### src/rtl/uart_tx.sv
// UART transmitter: 1 start, 7 data (LSB first), 1 even-parity, 1 stop bit.
// Each bit is held on the registered tx line for CLKS_PER_BIT clock cycles.
module uart_tx #(
  parameter int CLKS_PER_BIT = 16,
  parameter int DATA_W       = 7
) (
  input  logic              clk,
  input  logic              rst,
  input  logic [DATA_W-1:0] tx_data,
  input  logic              tx_valid,
  output logic              tx_ready,
  output logic              tx,
  output logic              busy
);

  localparam int CNT_W = (CLKS_PER_BIT > 1) ? $clog2(CLKS_PER_BIT) : 1;
  localparam logic [CNT_W-1:0] CNT_LAST = CNT_W'(CLKS_PER_BIT - 1);
  localparam logic [2:0]       IDX_LAST = 3'(DATA_W - 1);

  typedef enum logic [2:0] {
    IDLE,
    START,
    DATA,
    PARITY,
    STOP
  } state_t;

  state_t            r_state, w_state_nxt;
  logic [CNT_W-1:0]  r_cnt,   w_cnt_nxt;
  logic [2:0]        r_idx,   w_idx_nxt;
  logic [DATA_W-1:0] r_shift, w_shift_nxt;
  logic              r_par,   w_par_nxt;
  logic              r_tx,    w_tx_nxt;
  logic              w_bit_done;
  logic              w_accept;

  assign w_bit_done = (r_cnt == CNT_LAST);
  assign w_accept   = tx_valid && (r_state == IDLE);

  // The next tx value is computed alongside the next state, so the line
  // changes on the same edge the state does and needs no decode glitch.
  always_comb begin
    // NOTE: every signal gets a default first so no path leaves it unassigned,
    // which would otherwise infer a latch.
    w_state_nxt = r_state;
    w_cnt_nxt   = r_cnt + CNT_W'(1);
    w_idx_nxt   = r_idx;
    w_shift_nxt = r_shift;
    w_par_nxt   = r_par;
    w_tx_nxt    = r_tx;

    unique case (r_state)
      IDLE: begin
        w_cnt_nxt = '0;
        w_tx_nxt  = 1'b1;
        if (w_accept) begin
          w_state_nxt = START;
          w_shift_nxt = tx_data;
          w_par_nxt   = ^tx_data;
          w_idx_nxt   = '0;
          w_tx_nxt    = 1'b0;
        end
      end
      START: begin
        if (w_bit_done) begin
          w_state_nxt = DATA;
          w_cnt_nxt   = '0;
          w_tx_nxt    = r_shift[0];
        end
      end
      DATA: begin
        if (w_bit_done) begin
          w_cnt_nxt = '0;
          if (r_idx == IDX_LAST) begin
            w_state_nxt = PARITY;
            w_tx_nxt    = r_par;
          end else begin
            w_idx_nxt   = r_idx + 3'd1;
            w_shift_nxt = r_shift >> 1;
            w_tx_nxt    = r_shift[1];
          end
        end
      end
      PARITY: begin
        if (w_bit_done) begin
          w_state_nxt = STOP;
          w_cnt_nxt   = '0;
          w_tx_nxt    = 1'b1;
        end
      end
      STOP: begin
        if (w_bit_done) begin
          w_state_nxt = IDLE;
          w_cnt_nxt   = '0;
          w_tx_nxt    = 1'b1;
        end
      end
      default: begin
        w_state_nxt = IDLE;
        w_cnt_nxt   = '0;
        w_tx_nxt    = 1'b1;
      end
    endcase
  end

  // NOTE: state registers use non-blocking assignments so every register
  // samples the pre-edge values regardless of statement order.
  always_ff @(posedge clk or posedge rst) begin
    if (rst) begin
      r_state <= IDLE;
      r_cnt   <= '0;
      r_idx   <= '0;
      r_shift <= '0;
      r_par   <= 1'b0;
      r_tx    <= 1'b1;
    end else begin
      r_state <= w_state_nxt;
      r_cnt   <= w_cnt_nxt;
      r_idx   <= w_idx_nxt;
      r_shift <= w_shift_nxt;
      r_par   <= w_par_nxt;
      r_tx    <= w_tx_nxt;
    end
  end

  assign tx       = r_tx;
  assign tx_ready = (r_state == IDLE);
  assign busy     = (r_state != IDLE);

endmodule

### config.mk
export PLATFORM = sky130hd
export DESIGN_NAME = uart_tx
export DESIGN_NICKNAME = d
export VERILOG_FILES = /design/src/rtl/uart_tx.sv
export SDC_FILE = /design/constraint.sdc
export NUM_CORES = 1
export LEC_CHECK = 0
export ABC_AREA = 1
export BUFFER_PORTS_ARGS = -buffer_cell sky130_fd_sc_hd__buf_2
export CAP_MARGIN = 40
export CORE_ASPECT_RATIO = 0.6
export CORE_MARGIN = 10
export CORE_UTILIZATION = 50
export CTS_CLUSTER_DIAMETER = 80
export CTS_CLUSTER_SIZE = 30
export DETAILED_ROUTE_END_ITERATION = 10
export PLACE_DENSITY_LB_ADDON = 0.2
export SLEW_MARGIN = 20
export SYNTH_ARGS = -nofsm -noshare
export SYNTH_HDL_FRONTEND = slang
export SYNTH_SLANG_ARGS = --single-unit
export TNS_END_PERCENT = 5
### constraint.sdc
create_clock -name clk -period 1.6 [get_ports clk]
set_clock_uncertainty 0.15 [all_clocks]
set_input_delay 0.32 -clock clk [delete_from_list [all_inputs] [get_ports clk]]
set_output_delay 0.32 -clock clk [all_outputs]
set_load 0.05 [all_outputs]
---- After elaboration in Yosys (flattened, before gate mapping) ----
Cells that the tools add are included.
operators by class
  add/subtract/negate cells ............... 2
  equal/unequal tests ..................... 14
  multiplexer cells ....................... 23
  reductions and logical operators ........ 11
operator list
  kind                                                    number
  two-way mux 3 bit                                       9
  two-way mux 7 bit                                       3
  one-hot mux 3 bit (5 select lines)                      1
  one-hot mux 7 bit (2 select lines)                      1
  inequality test 2 bit (second input constant)           6
  two-way mux 4 bit                                       2
  parity 7 bit                                            1
  == test 3 x 2 -> 1 bit (second input constant)          2
  == test 3 bit (second input constant)                   2
  one-hot mux 3 bit (2 select lines)                      1
  AND reduction 6 bit                                     1
  two-way mux 1 bit                                       5
  adder 4 x 1 -> 4 bit (second input constant)            1
  == test 4 bit (second input constant)                   1
  inequality test 2 x 1 -> 1 bit (second input constant)  2
  one-hot mux 1 bit (4 select lines)                      1
  AND reduction 4 bit                                     1
  OR reduction 4 bit                                      1
  adder 3 x 1 -> 3 bit (second input constant)            1
  == test 3 x 1 -> 1 bit (second input constant)          1
  zero test 3 bit                                         1
  AND reduction 3 bit                                     1
  nonzero test 3 bit                                      1
  AND reduction 2 bit                                     1
  other kinds (3)                                         3
storage, ports and cells
  register bits after elaboration ......... 19

---- Depth between registers and ports, before layout ----
Gate-level depths: netlist of run 1.
  depth after elaboration ................. 4
  mapped depth ............................ 10
  gate-level depth less buffers ........... 9

---- Least setup slack after synthesis of run 1 ----
Ideal clock, no wire load.
  path kind ............................... reg2out
  from .................................... reg r_state[0]
  to ...................................... out tx_ready
  data arrival time ....................... 1248 ps
  required time ........................... 1130 ps
  slack ................................... -118 ps
  cell stages (with the launch flop) ...... 5
  cell sequence ........................... dfrtp_1 > buf_6 > nor2_8 > nand2_2 > inv_1
between the ends
  cells in the longest elaborated chain, start to end .. 1
ends and longest elaborated chain
  element                 RTL line  RTL
  start, declared         28        state_t r_state, w_state_nxt;
  start signal, assigned  117       r_state <= w_state_nxt;
  zero test 3 bit         127       assign tx_ready = (r_state == IDLE);
  end, declared           11        output logic tx_ready,
No other way between the ends.

---- Worst setup path after layout of run 1 ----
Ends and elaborated chain as after synthesis.

==> metrics.cfg, run 1 <==
[run_status]
outcome = finished with violations
violations = negative setup slack

[global_routing]
grt_overflow = 0
grt.met1_usage_pct = 13.6
grt_pass1_wl_um = 5030
grt_use_met2_pct = 22.1
grt_busiest_layer = met2
grt_use_total_pct = 12.3
grt_use_met3_pct = 4.18
grt_start_max_net_pins = 20
antenna_found_initial = 0
grt_pass1_vias = 1174

[timing]
tightest_slew_ns = 0.273
period_minus_slack_ns = 1.66
maxSlewViolCount = 0
setup_violations = 9
finalWorstSetupSlack_ns = -0.0635
max_freq_mhz = 601
max_slew_margin_pct = 81.8
hold_slack_ns = 0.171
period_share_pct = 104
hold_viol = 0
rsz0062_at_grt = true

[floorplan]
dieArea_sq_um = 4830
fp.dieW_um = 83.3
core_area_sq_um = 2230
die_h_um = 58.0
initial_utilization_pct = 53.9
rows = 13
num_io_pins = 13

[detailed_routing]
drc = 0
drt-total-wl_um = 3210
ant_nets = 0
first_iter_violations = 127
dr.pass1.iters = 4
viasPerCell = 5.17
vias = 1179
routedWlPerCell_um = 14.1

[pwr]
power_density_nw_per_um2 = 2250
vdd_ir_drop_max_uv = 1100
cellLeakagePower_nw = 0.824

[yosys]
synth_most_common_cell = nand2_1
synth_cells = 168
synth_common_cells = 71 x nand2_1, 18 x dfrtp_1, 17 x inv_1, 15 x nand3_1
synth_edf_count = 0
async_flop_share_pct = 100
netlist_area_sq_um = 1200
syn_avg_cell_area_sq_um = 7.15
synth_fp_nets = 181
synth_cell_type_count = 25
ys_dominant_reg_cell = dfrtp_1
synth_warnings = 0
synth_top_area_share_pct = 37.5
ys_top_cells_by_area = dfrtp_1 38%, nand2_1 22%, nand3_1 6.3%
seq_area_frac_synth_pct = 39.7
synth_seq_cells = 19
synth.largest_area_cell = dfrtp_1

[critical_path]
cp_cell_sequence = nor2_8, nand2_8, clkinvlp_4, buf_8
crit_cells = 4
cp.arrival_ns = 1.19
required_ns = 1.13
endpoint_kind = output pin
cpPeakStageDelay_ns = 0.45
worst_path_max_delay_cell = dfrtp_2
r2r_cells = 9
startpoint_type = register
worstSetupPathType = reg -> out
critPathBufInv = 2
cp_max_fo = 5
cp_top_family = flip-flops

[place]
gp_congestion = 0.821
io_buffers = 12
hpwl_um = 2040
place_ws_ns = -0.00672

[clock_tree]
cts_tree = done
worstSkewPairLatency_ns = 0.26
htree_levels = 1
root_buffer = clkbuf_8
cts.clk_slew.worst_paths_ns = 0.07
clockBufferDepth = 2
cts_sinks = 19
cts_buffers = 3

[min_path]
hold_path_depth = 3
holdCritPathClass = in -> reg

[cells_and_area]
final_nets = 212
fill_cells = 161
antenna_cells = 0
drive_gt1_share_pct = 32.8
syn2layout_area_growth_pct = 32.2
fin_util_pct = 71.3

[run]
maxCapViolations = 0

## state kept, by name, summed over array words and instances, names as in the netlist
signal	flops
r_par	1
r_idx	3
r_cnt	4
tx	1
r_state	3
r_shift	7
## repair_timing
item	in CTS	in global routing
pin swaps	4	11
hold buffers	1	0
endpoints found under the setup margin	7	18
cloned	0	1
endpoints found under the hold margin	18	0
setup buffers	7	4
resized for setup	8	24
## layout make-up
class	instances	area (sq um)	area share, %
clock buffers	4	45.0	2.84
well taps	30	37.5	2.36
flip-flops and latches	19	480	30.3
inverters	20	81.3	5.12
repair buffers	28	219	13.8
multi-input cells	127	724	45.6
## path summary, 6_finish.rpt
| path | slack, ns | to | start |
|---|---|---|---|
| hold reg to reg | 0.31 | r_cnt[0] | r_cnt[0] |
| hold / removal | 0.17 | r_shift[6] | tx_data[6] |
| setup / recovery | -0.06 | tx_ready | r_state[0] |
| min in group asynchronous | 0.47 | r_state[0] | rst |
| max in group asynchronous | 0.57 | tx | rst |
| setup reg to reg | -0.04 | r_idx[2] | r_state[0] |
## per-stage QoR
| stage | setup TNS (ns) | instance area [sq um] | power (mW) | std cells |
|---|---|---|---|---|
| 4_1_cts | -0.0403 | 1450 | 2.98 | 223 |
| 3_3_place_gp | 0 | 1320 | 2.37 | 211 |
| 6_report | -0.253 | 1590 | 3.58 | 228 |
| 5_1_grt | -1.16 | 1590 | 3.79 | 228 |
| 2_1_floorplan | 0 | 1210 | 2.10 | 168 |
| 3_5_place_dp | -0.00672 | 1320 | 2.44 | 211 |
## layout by cell type, fill, tap and decap left out, drive strengths merged
| cell | instances |
|---|---|
| nor3 | 1 |
| nor2 | 10 |
| o21ai | 13 |
| nand4 | 2 |
| xor2 | 1 |
| buf | 27 |
| clkbuf | 4 |
| inv | 19 |
| dfstp | 1 |
| nand2 | 77 |
| dlygate4sd3 | 1 |
| nand3 | 16 |
| nor3b | 1 |
| or2 | 2 |
| clkinvlp | 1 |
| a21oi | 1 |
| ha | 3 |
| dfrtp | 18 |
## kinds of logic after synthesis
group	share of synthesized area, %
and+or+nand+nor	40.9
buffers and inverters	8.75
DFF	39.7
AOI/OAI and AO/OA	6.77
adders and majority gates	3.13
xor gates and xnor gates	0.729
## worst min-delay path, cell delays in order
cell	delay [ns]
buf_2	0.10
inv_1	0.06
o21ai_1	0.06
## where the power goes
group          internal, mW  switching [mW]
sequential            0.701           0.163
clock                 0.177           0.161
combinational         0.932            1.44
## layer usage
| layer | routed length, um | part of all wire (%) | vias to the layer above |
|---|---|---|---|
| li1 | - | - | 586 |
| met1 | 1330 | 41 | 538 |
| met2 | 1560 | 49 | 49 |
| met3 | 294 | 9.2 | 6 |
| met4 | 25 | 0.78 | 0 |
| met5 | 0 | 0 | - |
No activity file was read; power rests on OpenSTA's default activity.
==> run 2, diff against run 1 <==
--- a/config.mk
+++ b/config.mk
@@ -8,9 +8,11 @@
 export ABC_AREA = 1
 export BUFFER_PORTS_ARGS = -buffer_cell sky130_fd_sc_hd__buf_2
 export CAP_MARGIN = 40
+export CELL_PAD_IN_SITES_DETAIL_PLACEMENT = 1
+export CELL_PAD_IN_SITES_GLOBAL_PLACEMENT = 2
 export CORE_ASPECT_RATIO = 0.6
 export CORE_MARGIN = 10
-export CORE_UTILIZATION = 50
+export CORE_UTILIZATION = 29
 export CTS_CLUSTER_DIAMETER = 80
 export CTS_CLUSTER_SIZE = 30
 export DETAILED_ROUTE_END_ITERATION = 10
==> metrics.cfg, run 2 (synthesized netlist as in run 1, its figures left out) <==
[place]
dpl.cell_count = 232  ; was 211
place_ws_ns = -0.152  ; was -0.00672 ns
placed_area_sq_um = 1340  ; was 1320 sq um
gp_congestion = 0.818  ; was 0.821
hpwl_um = 2640  ; was 2040 um
io_buffers = 12  ; unchanged

[detailed_routing]
drt-total-wl_um = 3490  ; was 3210 um
dr.pass1.iters = 4  ; unchanged
drc = 0  ; unchanged
first_iter_violations = 29  ; was 127
routedWlPerCell_um = 14.2  ; was 14.1 um
vias = 1139  ; was 1179
ant_nets = 0  ; unchanged
viasPerCell = 4.63  ; was 5.17

[cells_and_area]
fin_cells = 246  ; was 228
drive_gt1_share_pct = 31.6  ; was 32.8%
layout_commonest_cell = nand2_1  ; unchanged
top_regs = r_shift: 7 flops, r_cnt: 4 flops  ; unchanged
largest_reg_flops = 7  ; unchanged
final_area_sq_um = 1550  ; was 1590 sq um
fill_cells = 500  ; was 161
top_register = r_shift  ; unchanged
final_nets = 210  ; was 212
final_cell_mix = 68 x nand2_1, 16 x inv_1, 15 x dfrtp_1  ; was 66 x nand2_1, 16 x inv_1, 15 x dfrtp_1
antenna_cells = 0  ; unchanged
syn2layout_area_growth_pct = 28.7  ; was 32.2%

[pwr]
power_density_nw_per_um2 = 2100  ; was 2250 nW/um^2
vdd_ir_drop_max_uv = 597  ; was 1100 uV
power_mw = 3.25  ; was 3.58 mW
cellLeakagePower_nw = 0.807  ; was 0.824 nW

[critical_path]
cp_max_fo = 4  ; was 5
cp.arrival_ns = 1.15  ; was 1.19 ns
worstSetupPathType = reg -> out  ; unchanged
endpoint_kind = output pin  ; unchanged
r2r-end = r_idx[1]  ; was r_idx[2]
rrSetupSlack_ns = 0.03  ; was -0.04 ns
critPathLaunch = r_state[0]  ; unchanged
r2r_cells = 8  ; was 9
startpoint_type = register  ; unchanged
required_ns = 1.13  ; about the same
endpoint = tx_ready  ; unchanged
rr_startpoint = r_cnt[0]  ; was r_state[0]

[run_status]
violations = negative setup slack  ; unchanged
outcome = finished with violations  ; unchanged

[timing]
period_minus_slack_ns = 1.62  ; was 1.66 ns
setup_violations = 1  ; was 9
finalWorstSetupSlack_ns = -0.0243  ; was -0.0635 ns
rsz0062_at_grt = true  ; unchanged
max_slew_margin_pct = 77.2  ; was 81.8%
period_share_pct = 102  ; was 104%
maxSlewViolCount = 0  ; unchanged
tightest_slew_ns = 0.339  ; was 0.273 ns
hold_viol = 0  ; unchanged
max_freq_mhz = 616  ; was 601 MHz
setup_tns_ns = -0.0243  ; was -0.253 ns

[run]
maxCapViolations = 0  ; unchanged

[clock_tree]
clockBufferDepth = 2  ; unchanged
cts_buffers = 3  ; unchanged
cts.clk_slew.worst_paths_ns = 0.07  ; about the same
cts_sinks = 19  ; unchanged
htree_levels = 1  ; unchanged
cts_tree = done  ; unchanged
worstSkewPairLatency_ns = 0.26  ; about the same
root_buffer = clkbuf_8  ; unchanged

[min_path]
holdCritPathClass = in -> reg  ; unchanged

[floorplan]
fp.dieW_um = 103  ; was 83.3 um
core_area_sq_um = 4050  ; was 2230 sq um
initial_utilization_pct = 29.6  ; was 53.9%
num_io_pins = 13  ; unchanged
dieArea_sq_um = 7200  ; was 4830 sq um
rows = 18  ; was 13
die_h_um = 69.9  ; was 58.0 um

[global_routing]
grt_overflow = 0  ; unchanged
grt_pass1_wl_um = 5840  ; was 5030 um
grt_start_max_net_pins = 20  ; unchanged
grt_use_total_pct = 9.96  ; was 12.3%
antenna_found_initial = 0  ; unchanged
grt_pass1_vias = 1209  ; was 1174

-- run 2: cell count changes in the layout (fill, tap and decap cells not counted), sizes merged --
cell | before | now
clkinv | 0 | 1
buf | 27 | 25
inv | 19 | 18
-- run 2: timing repair --
action | in CTS | in global routing
buffers inserted | 7 | 1
pin swaps | 3 | 8
hold endpoints to repair | 18 | 0
resized for setup | 9 | 18
gates cloned | 0 | 1
hold buffers | 1 | 0
endpoints found under the setup margin | 15 | 16
-- run 2: cell type report --
class | instances | area (sq um) | area share, %
timing repair buffer | 26 | 188 | 12.1
clock buffer | 4 | 45.0 | 2.91
tap | 50 | 62.6 | 4.05
sequential | 19 | 480 | 31.1
multi-input combinational | 127 | 687 | 44.4
inverter | 20 | 83.8 | 5.42
-- run 2: worst min-delay path by stage --
| stage | start | endpoint | slack, ns | depth (start not counted) |
|---|---|---|---|---|
| 2_1_floorplan | rst | r_cnt[0] | 0.12 | 1 |
| 3_3_place_gp | rst | r_state[1] | 0.20 | 3 |
| 3_5_place_dp | rst | r_idx[0] | 0.21 | 3 |
| 4_1_cts | tx_data[6] | r_shift[6] | 0.20 | 3 |
| 5_1_grt | tx_data[6] | r_shift[6] | 0.24 | 3 |
| 6_report | tx_data[6] | r_shift[6] | 0.21 | 3 |
-- run 2: metal layers --
metal / part of all wire, % / GRT usage [%]
met5: 0 / 0
met2: 46 / 16.0
met1: 50 / 13.1
met3: 2.8 / 2.95
met4: 0.34 / 1.38
-- run 2: worst max-delay path: stages, from the launching register on --
cell and delay, ns:
dfrtp_2 0.45, nor2_8 0.15, nand2_4 0.08, clkinvlp_4 0.08, buf_8 0.14
-- run 2: per-stage QoR --
stage	util, %	hold slack (ns)
3_5_place_dp	33.1	0.209
4_1_cts	36.2	0.202
6_report	38.1	0.210
3_3_place_gp	33.1	0.204
2_1_floorplan	-	0.120
5_1_grt	38.1	0.239
-- run 2: power breakdown --
part	internal (mW)	switching [mW]	leakage, nW
sequential	0.701	0.164	0.238
combinational	0.768	1.29	0.546
clock	0.177	0.157	0.0228
total	1.65	1.61	0.807
